### config.mk
export PLATFORM = sky130hd
export DESIGN_NAME = ibex_multdiv_arbiter
export DESIGN_NICKNAME = d
export VERILOG_FILES = /design/src/rtl/ibex_multdiv_arbiter.sv
export SDC_FILE = /design/constraint.sdc
export NUM_CORES = 1
export LEC_CHECK = 0
export ABC_AREA = 1
export CORE_ASPECT_RATIO = 0.7
export CORE_MARGIN = 3
export CORE_UTILIZATION = 33
export CTS_CLUSTER_SIZE = 16
export DETAILED_ROUTE_END_ITERATION = 10
export PLACE_DENSITY_LB_ADDON = 0.12
export SLEW_MARGIN = 40
export SYNTH_ARGS = -nofsm -noshare
export SYNTH_HDL_FRONTEND = slang
export SYNTH_SLANG_ARGS = --single-unit
export TNS_END_PERCENT = 5
### constraint.sdc
create_clock -name clk_i -period 1.4 [get_ports clk_i]
set_clock_uncertainty 0.2 [all_clocks]
set_input_delay 0.21 -clock clk_i [delete_from_list [all_inputs] [get_ports clk_i]]
set_output_delay 0.21 -clock clk_i [all_outputs]
set_load 0.02 [all_outputs]
### src/rtl/ibex_multdiv_arbiter.sv
// Shares one multdiv datapath between NumReq requesters: accept one op, run it, return the result.
// Define IBEX_MD_ARB_ROUND_ROBIN_EN for round-robin arbitration; the default is fixed priority.
package ibex_pkg;
  typedef enum logic [1:0] {
    MD_OP_MULL = 2'b00,
    MD_OP_MULH = 2'b01,
    MD_OP_DIV  = 2'b10,
    MD_OP_REM  = 2'b11
  } md_op_e;
endpackage

module ibex_multdiv_arbiter #(
  parameter int NumReq = 2
) (
  input  logic             clk_i,
  input  logic             rst_i,
  input  logic             req_valid_i       [NumReq],
  output logic             req_ready_o       [NumReq],
  input  ibex_pkg::md_op_e req_op_i          [NumReq],
  input  logic [1:0]       req_signed_mode_i [NumReq],
  input  logic [31:0]      req_a_i           [NumReq],
  input  logic [31:0]      req_b_i           [NumReq],
  output logic             rsp_valid_o       [NumReq],
  output logic [31:0]      rsp_result_o      [NumReq],
  input  logic             rsp_ready_i       [NumReq],
  output logic             md_mult_en_o,
  output logic             md_div_en_o,
  output logic             md_mult_sel_o,
  output logic             md_div_sel_o,
  output ibex_pkg::md_op_e md_operator_o,
  output logic [1:0]       md_signed_mode_o,
  output logic [31:0]      md_op_a_o,
  output logic [31:0]      md_op_b_o,
  output logic             md_ready_id_o,
  input  logic             md_valid_i,
  input  logic [31:0]      md_result_i
);
  import ibex_pkg::*;

  localparam int IdxW = $clog2(NumReq);

  typedef enum logic [1:0] {
    IDLE = 2'b00,
    BUSY = 2'b01,
    RESP = 2'b10
  } state_e;

  state_e          state_q, state_d;
  logic [IdxW-1:0] owner_q;
  logic [IdxW-1:0] grant_idx;
  logic            grant_any;
  logic            accept;
  int              start;
  int              cand;
  md_op_e          op_q;
  logic [1:0]      mode_q;
  logic [31:0]     a_q, b_q, result_q;
  logic            busy, is_mult, is_div;

`ifdef IBEX_MD_ARB_ROUND_ROBIN_EN
  // Pointer holds the last granted index; reset value makes requester 0 win first.
  logic [IdxW-1:0] ptr_q;

  always_comb begin
    start = int'(ptr_q) + 1;
    if (start >= NumReq) start = 0;
  end

  always_ff @(posedge clk_i) begin
    if (rst_i) begin
      ptr_q <= IdxW'(NumReq - 1);
    end else if (accept) begin
      ptr_q <= grant_idx;
    end
  end
`else
  assign start = 0;
`endif

  always_comb begin
    grant_any = 1'b0;
    grant_idx = '0;
    cand      = 0;
    for (int k = 0; k < NumReq; k++) begin
      cand = (start + k) % NumReq;
      if (!grant_any && req_valid_i[cand]) begin
        grant_any = 1'b1;
        grant_idx = IdxW'(cand);
      end
    end
  end

  assign accept = (state_q == IDLE) && grant_any;

  always_comb begin
    for (int i = 0; i < NumReq; i++) begin
      req_ready_o[i] = accept && (grant_idx == IdxW'(i));
    end
  end

  always_ff @(posedge clk_i) begin
    if (rst_i) begin
      state_q <= IDLE;
    end else begin
      state_q <= state_d;
    end
  end

  always_comb begin
    state_d = state_q;
    unique case (state_q)
      IDLE:    if (grant_any) state_d = BUSY;
      BUSY:    if (md_valid_i) state_d = RESP;
      RESP:    if (rsp_ready_i[owner_q]) state_d = IDLE;
      default: state_d = IDLE;
    endcase
  end

  // Operation latch on accept, result capture on multdiv completion.
  always_ff @(posedge clk_i) begin
    if (rst_i) begin
      owner_q  <= '0;
      op_q     <= MD_OP_MULL;
      mode_q   <= '0;
      a_q      <= '0;
      b_q      <= '0;
      result_q <= '0;
    end else begin
      if (accept) begin
        owner_q <= grant_idx;
        op_q    <= req_op_i[grant_idx];
        mode_q  <= req_signed_mode_i[grant_idx];
        a_q     <= req_a_i[grant_idx];
        b_q     <= req_b_i[grant_idx];
      end
      if ((state_q == BUSY) && md_valid_i) begin
        result_q <= md_result_i;
      end
    end
  end

  assign busy    = (state_q == BUSY);
  assign is_mult = (op_q == MD_OP_MULL) || (op_q == MD_OP_MULH);
  assign is_div  = (op_q == MD_OP_DIV) || (op_q == MD_OP_REM);

  assign md_mult_en_o     = busy && is_mult;
  assign md_mult_sel_o    = busy && is_mult;
  assign md_div_en_o      = busy && is_div;
  assign md_div_sel_o     = busy && is_div;
  assign md_ready_id_o    = busy;
  assign md_operator_o    = op_q;
  assign md_signed_mode_o = mode_q;
  assign md_op_a_o        = a_q;
  assign md_op_b_o        = b_q;

  always_comb begin
    for (int i = 0; i < NumReq; i++) begin
      rsp_valid_o[i]  = (state_q == RESP) && (owner_q == IdxW'(i));
      rsp_result_o[i] = result_q;
    end
  end

endmodule

==> metrics.csv <==
stage,metric,value,unit
clock_tree,Clock Tree Buf Depth,2,
worst_setup_path,"Max stage delay cell, worst path",dfxtp_4,
worst_setup_path,critical path type,reg2out,
yosys,Mean Syn Cell Area,6.63,um2
worst_hold_path,Worst Hold Class,in2reg,
finish,"Core Util, Final",0.586,
power_and_ir_drop,clock power share,0.285,
floorplanning,Die Width,151,um
floorplanning,initial core utilization,0.342,
place,IO buf count,315,
clock_tree,clock transition at the registers of the reported paths,0.07,ns
yosys,post-synthesis register bit count,103,
yosys,"Cell Area, Synth",4830,um2
route,iteration-0 DRC count of the detailed router,221,
floorplanning,Die ar.,16100,um2
status,failing checks,setup timing,
global_routing,gr ovfl total,0,
sta,setup TNS,-10.96,ns
route,Residual DRC,0,
yosys,unique cell type count in the Yosys netlist,15,
worst_setup_path,"delay-heaviest family, CP",flip-flops,
sta,"Min Clock Period, post-route",1.60,ns
worst_setup_path,CP max FO,4,
place,DP HPWL,12.6,mm
yosys,Area contributors post-synth,"dfxtp_1, nand2_1, a21oi_1",
global_routing,antenna violations before repair,0,
power_and_ir_drop,sequential power share,0.401,
global_routing,number of global-route vias before repair,4952,
clock_tree,CTS Root Cell,clkbuf_16,
route,vias,5457,
power_and_ir_drop,P_leak,0.00379,uW
sta,"Slew Viols, Final",0,
clock_tree,# H-tree levels,3,
yosys,top cell type's share of synthesized area,0.427,
sta,post-route setup slack,-0.200,ns
sta,Rel. slew slack,0.703,
sta,Max Clock Freq,0.625,GHz
yosys,synth warn,0,
worst_setup_path,Startpoint Class,flop,
yosys,Post-Synthesis Net Count,903,
sta,setup violators final,91,
sta,"Hold Vio Cnt, Final",0,
finish,register area,2070,um2
run,max-cap viol count,0,
worst_setup_path,Crit. End Element,output pin,
finish,Nets,1178,
power_and_ir_drop,Peak VDD IR,0.689,mV
floorplanning,die height,107,um
worst_setup_path,Critical Path Max Stage Delay,0.36,ns
route,final WL,18.1,mm
sta,Worst Tran Pin Value,0.446,ns
finish,FILL cells,1454,
yosys,largest area contributor in the netlist,dfxtp_1,
place,final RePlAce weighted congestion,0.771,
route,vias per cell,4.56,
status,status,"finished, violations left",
finish,multi-input logic area,2320,um2
global_routing,GRT Overall Usage,0.205,
route,wire per inst,15.2,um
yosys,synthesized netlist cell count,728,
global_routing,largest net degree at the start of global routing,72,
finish,layout cells sized above 1,0.231,
finish,number of diodes,0,
worst_setup_path,Worst EP arrival,1.19,ns
global_routing,first-pass GRT wire length,26.5,mm
worst_setup_path,Critical Path RT,0.99,ns
worst_setup_path,crit-path cells,inv_2 > nand2_2 > nor2_2 > buf_4,
floorplanning,Core ar.,14100,um2
yosys,"Seq/Total Area, Yosys",0.427,
floorplanning,Rows,36,
clock_tree,Clock Latency Late Sink,0.33,ns
clock_tree,CTS tree,yes,
power_and_ir_drop,Total Power,8300,uW
power_and_ir_drop,Power Density,1000,nW/um2
power_and_ir_drop,Sw Share,0.314,
finish,area grow syn2layout,71.1,%
sta,Final Cycle Share,1.14,
route,Pre-Repair DR Iteration Count,4,
clock_tree,total CTS buffers,9,
worst_setup_path,Worst Path Buf+Inv,2,
sta,RSZ-0062 raised after global routing,yes,
power_and_ir_drop,Combinational Power Share,0.315,
power_and_ir_drop,net switching power,2610,uW
power_and_ir_drop,internal power,5690,uW
floorplanning,IO Pins,316,
route,Detail Route Antenna Nets,0,
clock_tree,Post-CTS Hold Buffers,0,
clock_tree,CTS sink cnt,103,
layout make-up:
cell class              count  share of cell area
clock buffers              11              0.0294
well taps                 190              0.0288
flip-flops and latches    103               0.251
repair buffers            351               0.401
inverters                  12             0.00545
multi-input cells         526               0.281
clock inverters             4             0.00379
cells in the final DEF, fill, tap and decap left out, types with 2 or more instances in the layout:
cell type	Yosys	layout
inv_2	2	5
clkdlybuf4s50_1	0	171
nand3_1	69	69
a21oi_1	71	56
o21ai_1	0	6
nand2_1	278	271
o21ai_0	32	26
buf_6	2	7
clkdlybuf4s15_2	0	48
dfxtp_1	103	100
buf_12	0	11
clkbuf_2	0	6
clkinv_4	0	2
nor2_2	3	3
nor2_1	71	66
buf_4	39	23
dfxtp_4	0	2
a21oi_2	0	15
nand2_2	1	8
inv_1	10	7
clkbuf_16	0	14
buf_2	22	78
nor2_4	0	5
per-layer routing:
| layer | vias up | GRT usage | routed length (um) |
|---|---|---|---|
| li1 | 2823 | - | - |
| met2 | 184 | 0.339 | 8500 |
| met4 | 0 | 0.0496 | 280 |
| met1 | 2431 | 0.252 | 7640 |
| met5 | - | 0 | 0 |
| met3 | 19 | 0.0756 | 1720 |
path summary, 6_finish.rpt:
| kind | endpoint | from | cells after the start | slack [ns] |
|---|---|---|---|---|
| worst max-delay path | md_mult_sel_o | state_q[1] | 4 | -0.20 |
| worst min-delay path | owner_q | req_valid_i[0] | 5 | 0.13 |
| worst max register to register | md_op_b_o[10] | state_q[1] | 8 | -0.16 |
| worst min register to register | md_op_b_o[13] | md_op_b_o[13] | 2 | 0.26 |
worst reg2reg max path, cell delays in order, from the launching register on:
cell and delay, ns:
dfxtp_4 0.36, nor2_4 0.16, inv_2 0.06, buf_6 0.11, nor2_4 0.12, buf_4 0.16
clkbuf_16 0.17, nand2_1 0.06, a21oi_1 0.11
synth_stat cells:
| master | instances |
|---|---|
| clkbuf_1 | 24 |
| inv_2 | 2 |
| o21ai_0 | 32 |
| nand2_2 | 1 |
| buf_2 | 22 |
| o21ai_2 | 1 |
| dfxtp_1 | 103 |
| nor2_1 | 71 |
| buf_6 | 2 |
| buf_4 | 39 |
| a21oi_1 | 71 |
| nand3_1 | 69 |
| nor2_2 | 3 |
| nand2_1 | 278 |
| inv_1 | 10 |
sequential cells by signal (all words and copies together) (netlist names):
name              cells
md_op_a_o            32
state_q               2
md_op_b_o            32
owner_q               1
result_q             32
md_signed_mode_o      2
md_operator_o         2
logic make-up after synthesis:
| family | count (synthesis) | synth area share |
|---|---|---|
| AND/OR/NAND/NOR | 422 | 0.348 |
| flip-flops | 103 | 0.427 |
| buffers and inverters | 99 | 0.116 |
| AO/OA/AOI/OAI | 104 | 0.109 |
power groups by stage:
stage / logic (uW) / clock network (uW) / registers [uW]
3_3_place_gp: 2640 / 0 / 3390
4_1_cts: 2580 / 2430 / 3330
2_1_floorplan: 975 / 0 / 3670
5_1_grt: 2820 / 2550 / 3360
6_report: 2610 / 2360 / 3320
3_5_place_dp: 2650 / 0 / 3390
through the flow:
step	worst slack [ns]	hold slack [ns]	cells	cell area (um2)
after CTS	-0.207	0.109	1189	8490
after global placement	-0.625	0.251	1173	8060
after detailed placement	-0.646	0.253	1173	8060
final	-0.200	0.129	1197	8260
after global routing	-0.251	0.170	1197	8260
after floorplan	-0.0203	0.145	728	4830
repair_timing:
action,CTS,global route
pin swaps,3,6
setup buffers,1,3
gates cloned,0,5
gates resized for setup,458,111
setup endpoints to repair,239,190
No activity file was read; power rests on OpenSTA's default activity.
